### config.mk
export PLATFORM = sky130hd
export DESIGN_NAME = vga_pixel_streamer
export DESIGN_NICKNAME = d
export VERILOG_FILES = /design/src/rtl/vga_pixel_streamer.sv
export SDC_FILE = /design/constraint.sdc
export NUM_CORES = 1
export LEC_CHECK = 0
export CORE_AREA = 2 2 89 91
export CTS_CLUSTER_DIAMETER = 30
export DETAILED_ROUTE_END_ITERATION = 10
export DIE_AREA = 0 0 91 93
export PLACE_DENSITY_LB_ADDON = 0.08
export REMOVE_ABC_BUFFERS = 1
export SYNTH_ARGS = -nofsm -noshare
export SYNTH_HDL_FRONTEND = slang
export SYNTH_SLANG_ARGS = --single-unit
### constraint.sdc
create_clock -name clk -period 1.8 [get_ports clk]
set_input_delay 0.36 -clock clk [delete_from_list [all_inputs] [get_ports clk]]
set_output_delay 0.36 -clock clk [all_outputs]
set_load 0.01 [all_outputs]
### src/rtl/vga_pixel_streamer.sv
// VGA pixel streamer: 640x480@60 timing, pops one FIFO word per active pixel.
// Two-stage output pipeline keeps colour, syncs and blank aligned at the pins.
module vga_pixel_streamer #(
  parameter int unsigned H_ACTIVE = 640,
  parameter int unsigned H_FP     = 16,
  parameter int unsigned H_SYNC   = 96,
  parameter int unsigned H_BP     = 48,
  parameter int unsigned V_ACTIVE = 480,
  parameter int unsigned V_FP     = 10,
  parameter int unsigned V_SYNC   = 2,
  parameter int unsigned V_BP     = 33
) (
  input  logic        clk,
  input  logic        reset_n,
  input  logic        enable,
  input  logic        fifo_empty,
  input  logic [31:0] fifo_rd_data,
  output logic        fifo_rd_en,
  output logic        vga_hs,
  output logic        vga_vs,
  output logic        vga_blank_n,
  output logic        vga_sync_n,
  output logic [7:0]  vga_r,
  output logic [7:0]  vga_g,
  output logic [7:0]  vga_b,
  output logic        frame_start,
  output logic        underflow,
  input  logic        underflow_clr,
  output logic [15:0] underflow_cnt
);

  localparam int unsigned H_TOTAL = H_ACTIVE + H_FP + H_SYNC + H_BP;
  localparam int unsigned V_TOTAL = V_ACTIVE + V_FP + V_SYNC + V_BP;
  localparam int HW = $clog2(H_TOTAL);
  localparam int VW = $clog2(V_TOTAL);

  localparam logic [HW-1:0] H_ACT  = HW'(H_ACTIVE);
  localparam logic [HW-1:0] HS_BEG = HW'(H_ACTIVE + H_FP);
  localparam logic [HW-1:0] HS_END = HW'(H_ACTIVE + H_FP + H_SYNC);
  localparam logic [HW-1:0] H_LAST = HW'(H_TOTAL - 1);
  localparam logic [VW-1:0] V_ACT  = VW'(V_ACTIVE);
  localparam logic [VW-1:0] VS_BEG = VW'(V_ACTIVE + V_FP);
  localparam logic [VW-1:0] VS_END = VW'(V_ACTIVE + V_FP + V_SYNC);
  localparam logic [VW-1:0] V_LAST = VW'(V_TOTAL - 1);

  localparam logic [1:0] S_IDLE = 2'd0;
  localparam logic [1:0] S_WAIT = 2'd1;
  localparam logic [1:0] S_RUN  = 2'd2;

  logic [HW-1:0] h_cnt_q, h_cnt_d;
  logic [VW-1:0] v_cnt_q, v_cnt_d;
  logic [1:0]    state_q, state_d;
  logic          h_last, frame_last, active;
  logic          hs_raw, vs_raw, run, rd_en, uf_ev;

  logic          rd_v1_q, act1_q, hs1_q, vs1_q, fs1_q;
  logic [23:0]   rgb_q, rgb_d;
  logic          hs_q, vs_q, blank_n_q, fs_q;
  logic          uf_q, uf_d;
  logic [15:0]   ucnt_q, ucnt_d;
  logic          unused_hi;

  assign unused_hi  = ^fifo_rd_data[31:24];

  assign h_last     = (h_cnt_q == H_LAST);
  assign frame_last = h_last && (v_cnt_q == V_LAST);
  assign active     = (h_cnt_q < H_ACT) && (v_cnt_q < V_ACT);
  assign hs_raw     = !((h_cnt_q >= HS_BEG) && (h_cnt_q < HS_END));
  assign vs_raw     = !((v_cnt_q >= VS_BEG) && (v_cnt_q < VS_END));
  assign run        = (state_q == S_RUN);
  assign rd_en      = run && active && !fifo_empty;
  assign uf_ev      = run && active && fifo_empty;

  always_comb begin
    h_cnt_d = h_cnt_q + 1'b1;
    v_cnt_d = v_cnt_q;
    if (h_last) begin
      h_cnt_d = '0;
      v_cnt_d = (v_cnt_q == V_LAST) ? '0 : v_cnt_q + 1'b1;
    end
  end

  // WAIT_FRAME only arms on the last position so the first pop is pixel (0,0)
  always_comb begin
    state_d = state_q;
    unique case (state_q)
      S_IDLE: if (enable) state_d = S_WAIT;
      S_WAIT: begin
        if (frame_last) begin
          if (!enable)         state_d = S_IDLE;
          else if (!fifo_empty) state_d = S_RUN;
        end
      end
      S_RUN:  if (frame_last && !enable) state_d = S_IDLE;
      default: state_d = S_IDLE;
    endcase
  end

  always_comb begin
    rgb_d = rd_v1_q ? fifo_rd_data[23:0] : 24'd0;
    uf_d  = uf_q;
    ucnt_d = ucnt_q;
    if (underflow_clr) begin
      uf_d   = 1'b0;
      ucnt_d = '0;
    end else if (uf_ev) begin
      uf_d = 1'b1;
      if (ucnt_q != 16'hFFFF) ucnt_d = ucnt_q + 16'd1;
    end
  end

  always_ff @(posedge clk or negedge reset_n) begin
    if (!reset_n) begin
      h_cnt_q   <= '0;
      v_cnt_q   <= '0;
      state_q   <= S_IDLE;
      rd_v1_q   <= 1'b0;
      act1_q    <= 1'b0;
      hs1_q     <= 1'b1;
      vs1_q     <= 1'b1;
      fs1_q     <= 1'b0;
      rgb_q     <= '0;
      hs_q      <= 1'b1;
      vs_q      <= 1'b1;
      blank_n_q <= 1'b0;
      fs_q      <= 1'b0;
      uf_q      <= 1'b0;
      ucnt_q    <= '0;
    end else begin
      h_cnt_q   <= h_cnt_d;
      v_cnt_q   <= v_cnt_d;
      state_q   <= state_d;
      rd_v1_q   <= rd_en;
      act1_q    <= active;
      hs1_q     <= hs_raw;
      vs1_q     <= vs_raw;
      fs1_q     <= (h_cnt_q == '0) && (v_cnt_q == '0);
      rgb_q     <= rgb_d;
      hs_q      <= hs1_q;
      vs_q      <= vs1_q;
      blank_n_q <= act1_q;
      fs_q      <= fs1_q;
      uf_q      <= uf_d;
      ucnt_q    <= ucnt_d;
    end
  end

  assign fifo_rd_en    = rd_en;
  assign vga_hs        = hs_q;
  assign vga_vs        = vs_q;
  assign vga_blank_n   = blank_n_q;
  assign vga_sync_n    = 1'b0;
  assign vga_r         = rgb_q[23:16];
  assign vga_g         = rgb_q[15:8];
  assign vga_b         = rgb_q[7:0];
  assign frame_start   = fs_q;
  assign underflow     = uf_q;
  assign underflow_cnt = ucnt_q;

endmodule

# Word-level counts from Yosys, hierarchy flattened
# Index checks and enable logic that the tools add are counted.
# classes
order_cmp,6
n_eq_ne,9
n_mux,14
add_sub_neg,3
n_reduce_logical,20
# ops
op,n
two-way mux 16 bit,3
two-way mux 24 bit,1
adder 10 x 1 -> 10 bit (second input constant),2
equality test 10 bit (second input constant),2
logical NOT 10 bit,2
< comparator 10 bit (second input constant),2
< comparator 10 x 9 -> 1 bit (second input constant),2
two-way mux 10 bit,2
adder 16 x 1 -> 16 bit (second input constant),1
!= test 16 bit (second input constant),1
greater-or-equal comparator 10 bit (second input constant),1
greater-or-equal comparator 10 x 9 -> 1 bit (second input constant),1
two-way mux 2 bit,5
logical AND 1 bit,9
one-hot mux 2 bit (3 select lines),1
logical NOT 1 bit,4
!= test 2 bit (second input constant),2
AND reduction 4 bit,1
nonzero test 2 bit,2
!= test 3 bit (second input constant),1
equality test 2 x 1 -> 1 bit (second input constant),1
equality test 2 bit (second input constant),1
logical NOT 2 bit,1
two-way mux 1 bit,2
2 further kinds,2
# totals
wordCells,67
ff_bits,72
in_bits,37
output_inout_bits,47

# Depth between registers and ports, before layout
# Gate-level depths: netlist of run 1.
# depth
ltp_word,6
depth_mapped,7
mapped_depth_nobuf,7

# Least setup slack after synthesis of run 1
# No wires, ideal clock.
# synth_path
path_type,flip-flop to flip-flop
from,register ucnt_q[0] (netlist: underflow_cnt[0])
to,register ucnt_q[1] (netlist: underflow_cnt[1])
path_slack_ns,-0.134
path_stages_with_launch,8
synth_period_minus_slack_ns,1.934
arrival_time_ns,1.806
setup_time_ns,0.128
t_required_ns,1.672
n_path_buf,1
path_cell_list,dfrtp_1 -> ha_1 -> nand2_1 -> or4_1 -> buf_4 -> o21ai_4 -> mux2i_1 -> nor2_1
# synth_via
elab_chain_cells,4
word_cells_on_any_way,7
classes_between,add/sub (1); eq/ne (1); mux (3); reduce/logical (2)
# synth_rtl
item,line_no,rtl
from (decl),60,"logic [15:0] ucnt_q, ucnt_d;"
from (signal assigned),144,ucnt_q <= ucnt_d;
adder 16 x 1 -> 16 bit,108,if (ucnt_q != 16'hFFFF) ucnt_d = ucnt_q + 16'd1;
two-way mux 16 bit,108,
two-way mux 16 bit,106,end else if (uf_ev) begin
two-way mux 16 bit,103,if (underflow_clr) begin
# Several ways; a longest one is shown, not always the timed one. The select of a mux whose other input is x is not followed.
# A chain may end at the register's enable or synchronous reset.

# Final worst setup path of run 1
# layout_path
from,register v_cnt_q[6]
to,register v_cnt_q[0]
# layout_via
elab_chain_cells,2
# layout_rtl
item,line_no,rtl
from (decl),51,"logic [VW-1:0] v_cnt_q, v_cnt_d;"
from (signal assigned),131,v_cnt_q <= v_cnt_d;
equality test 10 bit,79,v_cnt_d = (v_cnt_q == V_LAST) ? '0 : v_cnt_q + 1'b1;
two-way mux 10 bit,79,
# No other way between the ends.

==> flow_summary.json, run 1 <==
{
  "outcome": "finished, violations left",
  "violations": "setup timing",
  "power_frac_seq": 0.532,
  "clockBufferDepth": 2,
  "synth_edf_count": 0,
  "ys_types": 54,
  "wirelength_um": 7670,
  "die_h_um": 93,
  "finalSetupViolCount": 16,
  "ys_warn_count": 0,
  "grt_overflow": 0,
  "io_pins": 84,
  "num_rows": 32,
  "core-area_um2": 7530,
  "grt_pass1_wl_um": 12400,
  "drv_slew": 0,
  "remaining_drc_errors": 0,
  "cp-start-kind": "register",
  "post-route-min-period_ns": 1.95,
  "gp_congestion": 0.782,
  "first_pass_iters": 4,
  "clkSinkCount": 72,
  "path_class": "register to register",
  "fin_ws_ns": -0.153,
  "tightest_slew_ns": 0.543,
  "arrival_ns": 2.18,
  "dieArea_um2": 8460,
  "yosysSeqAreaShare": 0.563,
  "cts_tree": "built",
  "worstPathRequired_ns": 2.03,
  "max_freq_mhz": 512,
  "antenna_found_initial": 0,
  "power_frac_comb": 0.037,
  "rsz0062_at_grt": "true",
  "vdd_drop_max_v": 0.000446,
  "synth_flop_cell": "dfrtp_1",
  "synth_top_area_share": 0.530,
  "internal-power_mw": 2.33,
  "leakagePower_nw": 2.27,
  "async_flop_share": 1.00,
  "holdWs_ns": 0.275,
  "grt_use_met2": 0.282,
  "power_density_nw_per_um2": 613,
  "dp_hpwl_um": 5220,
  "ys_seq_elements": 72,
  "syn2layout_area_growth_pct": 54.5,
  "clockPowerShare": 0.431,
  "syn_avg_cell_area_um2": 11.4,
  "pre_cts_ws_ns": -0.398,
  "tns_ns": -1.00,
  "via_per_inst": 4.92,
  "num_vias": 2627,
  "total_power_mw": 3.04,
  "sw_frac_of_total": 0.232,
  "start_util": 0.426,
  "synthTopCellsByArea": "dfrtp_1, and2_1, xor2_1",
  "hold_viol": 0,
  "drt-initial-drc-count": 111,
  "antenna_cells": 0,
  "netlist_area_um2": 3210,
  "hold_class": "primary input to register",
  "grt_max_degree": 34,
  "fin_nets": 469,
  "die_x_um": 91,
  "cap_viol_max_count": 0,
  "netlist_instances": 282,
  "fin_skew_ns": 0.00850,
  "final_util": 0.659,
  "slew_headroom": 0.638,
  "wl_per_cell_um": 14.4,
  "crit_path_end_kind": "register",
  "cts_buffers": 9,
  "port_buffers": 74,
  "grt_pass1_vias": 2531,
  "grt.met1_usage": 0.256,
  "period_share": 1.09,
  "grt_busiest_layer": "met2",
  "use_met3": 0.0363,
  "h-tree-depth": 3,
  "clkTransAtPathRegs_ns": 0.08,
  "clk_latency_ns": 0.35,
  "yosys.area.top_type": "dfrtp_1",
  "root_buffer": "clkbuf_8",
  "p_sw_mw": 0.706,
  "ant_nets": 0,
  "drive_gt1_frac": 0.317,
  "critPathMaxFanout": 5,
  "grt_usage": 0.185
}
==> worst max-delay path: stages (launching register included) <==
cell and delay, ns:
dfrtp_1 0.41, buf_6 0.13, or4b_4 0.55, nor4_4 0.30
buf_6 0.17, nor2_4 0.03, mux2_2 0.25
==> registers in the layout (all words and copies together) (netlist names), 2 cells and up <==
register and flops:
rgb_q 24, underflow_cnt 16, h_cnt_q 10, v_cnt_q 10
state_q 2
==> cell usage after synthesis (2+ instances only) <==
library cell,instances
o21ai_0,13
xor2_1,13
xnor2_1,5
a21oi_1,5
dfstp_2,4
and3_1,2
nor4b_1,2
o211ai_1,5
ha_1,5
nand3_2,2
buf_6,3
nor4_1,5
mux2i_1,5
clkbuf_1,5
dfrtp_1,68
nor3_1,6
nand2b_1,3
nor4_4,2
a31oi_1,2
and2_1,25
inv_1,9
nand3_1,9
nand4_1,6
o31ai_1,2
nand2_1,16
buf_4,2
or3_1,5
or4_1,2
nor2_1,26
==> power groups by stage <==
stage	combinational, mW	clock (mW)	sequential, mW
after floorplan	0.00252	0	1.65
after global placement	0.114	0	1.65
after detailed placement	0.114	0	1.65
after CTS	0.117	1.34	1.62
after global routing	0.127	1.41	1.62
final	0.114	1.31	1.62
==> worst paths after layout <==
path | to | cells past startpoint | from | slack, ns
max | v_cnt_q[0] | 6 | v_cnt_q[6] | -0.15
min | rd_v1_q | 2 | fifo_empty | 0.28
max reg2reg | v_cnt_q[0] | 6 | v_cnt_q[6] | -0.15
min reg2reg | vga_blank_n | 0 | act1_q | 0.36
max in group asynchronous | vs1_q | 3 | reset_n | 0.66
min in group asynchronous | rgb_q[20] | 2 | reset_n | 0.50
==> metrics by stage <==
| stage | instances | area [um2] |
|---|---|---|
| 2_1_floorplan | 269 | 3130 |
| 3_3_place_gp | 502 | 4440 |
| 3_5_place_dp | 502 | 4440 |
| 4_1_cts | 529 | 4810 |
| 5_1_grt | 534 | 4960 |
| 6_report | 534 | 4960 |
==> area by class of cell <==
cell class              count  area, um2
fillers                   626       2570
repair buffers            147       1350
inverters                   9       33.8
clock inverters             7       78.8
multi-input cells         188       1440
flip-flops and latches     72       1810
clock buffers               9        124
well taps                 102        128
==> cell families (layout without fill, tap and decap cells) <==
family	count (synthesis)	after routing	synth area share
simple gates	124	124	0.241
flops	72	72	0.563
compound gates	34	34	0.0710
buf+inv	22	172	0.0359
xor+xnor	18	18	0.0491
mux	6	6	0.0191
fa+ha+maj	5	5	0.0195
other cells	1	1	0.00117
==> metal layers <==
| layer | vias up | share of wire |
|---|---|---|
| li1 | 1267 | - |
| met1 | 1278 | 0.46 |
| met2 | 69 | 0.48 |
| met3 | 13 | 0.046 |
| met4 | 0 | 0.018 |
| met5 | - | 0 |
==> cell usage in the layout (no fill, tap or decap), drive strengths merged, types with 2 or more instances in the layout <==
| master | instances |
|---|---|
| a31oi | 2 |
| nand3 | 12 |
| buf | 74 |
| nor2 | 26 |
| clkinv | 4 |
| inv | 11 |
| nand4 | 7 |
| o21ai | 14 |
| nor4 | 7 |
| and4 | 3 |
| nand2b | 3 |
| ha | 5 |
| or3 | 5 |
| dfstp | 4 |
| xnor2 | 5 |
| and3 | 2 |
| clkbuf | 9 |
| dlymetal6s2s | 3 |
| and2 | 25 |
| xor2 | 13 |
| nor3 | 7 |
| dfrtp | 68 |
| mux2i | 5 |
| nand2 | 16 |
| or4 | 3 |
| clkdlybuf4s50 | 69 |
| o31ai | 2 |
| a21oi | 5 |
| nor4b | 3 |
| o211ai | 6 |
==> repair_timing <==
item / 4_1_cts / 5_1_grt
hold endpoints to repair: 16 / 0
hold buffers: 1 / 0
pin swaps: 19 / 23
setup buffers: 11 / 5
gates resized for setup: 30 / 28
endpoints found under the setup margin: 20 / 28
Power figures use the tool's default switching activity.
==> inputs of run 2 (changes only) <==
--- a/constraint.sdc
+++ b/constraint.sdc
@@ -3,2 +3,2 @@
 set_output_delay 0.36 -clock clk [all_outputs]
-set_load 0.01 [all_outputs]
+set_load 0.05 [all_outputs]
==> run 2 against run 1 <==
Net effect: the flow still finishes with violations (setup timing); final cell count is 1.7% lower; hold slack worse by 0.27 ns; first-iteration DRC count is 45% lower; non-clock buffer count is 9 lower; register-to-register slack better by 0.02 ns; critical path type is now register to output port; largest cell class unchanged.
==> flow_summary.json, run 2 (synthesis results as in run 1) <==
{
  "final_util": 0.629,
  "r2r-end": "v_cnt_q[0]",
  "grt_usage": 0.174,
  "cp-start-kind": "register",
  "violations": "setup timing",
  "io_pins": 84,
  "fin_skew_ns": 0.0116,
  "antenna_cells": 0,
  "nFillCells": 655,
  "dp_hpwl_um": 4860,
  "fin_ws_ns": -0.236,
  "grt_pass1_vias": 2449,
  "clkTransAtPathRegs_ns": 0.08,
  "port_buffers": 74,
  "period_share": 1.13,
  "drt-initial-drc-count": 61,
  "crit_path_end_kind": "output port",
  "arrival_ns": 1.68,
  "power_density_nw_per_um2": 641,
  "vdd_drop_max_v": 0.000356,
  "grt_pass1_wl_um": 11800,
  "syn2layout_area_growth_pct": 47.6,
  "num_rows": 32,
  "cts_tree": "built",
  "root_buffer": "clkbuf_8",
  "layout_commonest_cell": "buf_4",
  "max_freq_mhz": 491,
  "rr_worst_depth": 7,
  "total_power_mw": 3.04,
  "tns_ns": -0.830,
  "tightest_slew_ns": 0.514,
  "grt_overflow": 0,
  "grt_max_degree": 73,
  "core-area_um2": 7530,
  "clkSinkCount": 72,
  "h-tree-depth": 3,
  "hold_buffers": 0,
  "clk_latency_ns": 0.35,
  "fin_nets": 460,
  "path_class": "register to output port",
  "remaining_drc_errors": 0,
  "start_util": 0.426,
  "r2r_slack_ns": -0.13,
  "hold_class": "primary input to asynchronous set/reset pin",
  "largest_register_ffs": 24,
  "mostFrequentLayoutCells": "buf_4, dfrtp_1, clkdlybuf4s50_1, nor2_1, and2_1",
  "cts_buffers": 9,
  "post-route-min-period_ns": 2.04,
  "leakagePower_nw": 2.27,
  "ant_nets": 0,
  "antenna_found_initial": 0,
  "die_x_um": 91,
  "drive_gt1_frac": 0.407,
  "gp_congestion": 0.807,
  "hold_viol": 0,
  "num_vias": 2532,
  "outcome": "finished, violations left",
  "wirelength_um": 7160,
  "r2r-start": "v_cnt_q[0]",
  "slew_headroom": 0.657,
  "die_h_um": 93,
  "cap_viol_max_count": 0,
  "finalSetupViolCount": 15,
  "worstPathRequired_ns": 1.44,
  "drv_slew": 0,
  "dieArea_um2": 8460,
  "first_pass_iters": 4,
  "wl_per_cell_um": 13.6,
  "via_per_inst": 4.82,
  "rsz0062_at_grt": "true",
  "critPathMaxFanout": 2,
  "top_register": "rgb_q",
  "clockBufferDepth": 2
}
## run 2: how the worst max path moves through the flow
stage	from	endpoint	slack, ns	cells past startpoint
2_1_floorplan	h_cnt_q[7]	fifo_rd_en	-1.11	3
3_3_place_gp	fifo_empty	underflow_cnt[10]	-0.28	7
3_5_place_dp	fifo_empty	underflow_cnt[10]	-0.31	7
4_1_cts	h_cnt_q[8]	fifo_rd_en	-0.26	6
5_1_grt	h_cnt_q[7]	fifo_rd_en	-0.33	6
6_report	h_cnt_q[8]	fifo_rd_en	-0.24	6
## run 2: final cells by class
type / instances / area (um2) / share of cell area
Timing Repair Buffer: 138 / 1150 / 0.243
Multi-Input combinational cell: 188 / 1420 / 0.299
Tap cell: 102 / 128 / 0.0269
Clock inverter: 7 / 77.6 / 0.0164
Sequential cell: 72 / 1810 / 0.382
Inverter: 9 / 33.8 / 0.00713
Clock buffer: 9 / 124 / 0.0262
## run 2: per-layer routing
metal  track usage  vias up  share of wire
li1              -     1242              -
met1         0.236     1212           0.48
met2         0.277       68           0.47
met3        0.0314       10          0.042
met4        0.0720        0          0.015
met5             0        -              0
## run 2: critical path: stages (launching register included)
cell	delay [ns]
dfrtp_1	0.38
o21ai_1	0.14
buf_4	0.13
or2b_4	0.27
nor4_4	0.13
buf_4	0.16
buf_12	0.13
## run 2: metrics by stage
stage,instance area (um2),hold WS (ns),std cells,setup slack [ns]
floorplan,3130,0.0644,269,-1.11
global placement,4300,0.334,498,-0.283
detailed placement,4300,0.336,498,-0.312
CTS,4590,0.0474,519,-0.260
global route,4740,0.0557,525,-0.327
finish,4740,0.0102,525,-0.236
## run 2: power breakdown
part | internal [mW] | total, mW | leakage [nW] | switching (mW)
Sequential | 1.62 | 1.62 | 0.962 | 0.0000000191
Combinational | 0.0581 | 0.110 | 1.21 | 0.0521
Clock | 0.655 | 1.31 | 0.101 | 0.655
## run 2: timing repair
item,4_1_cts,5_1_grt
pin swaps,16,22
hold endpoints to repair,0,0
endpoints found under the setup margin,20,26
resized for setup,19,23
gates cloned,0,0
setup buffers,5,7
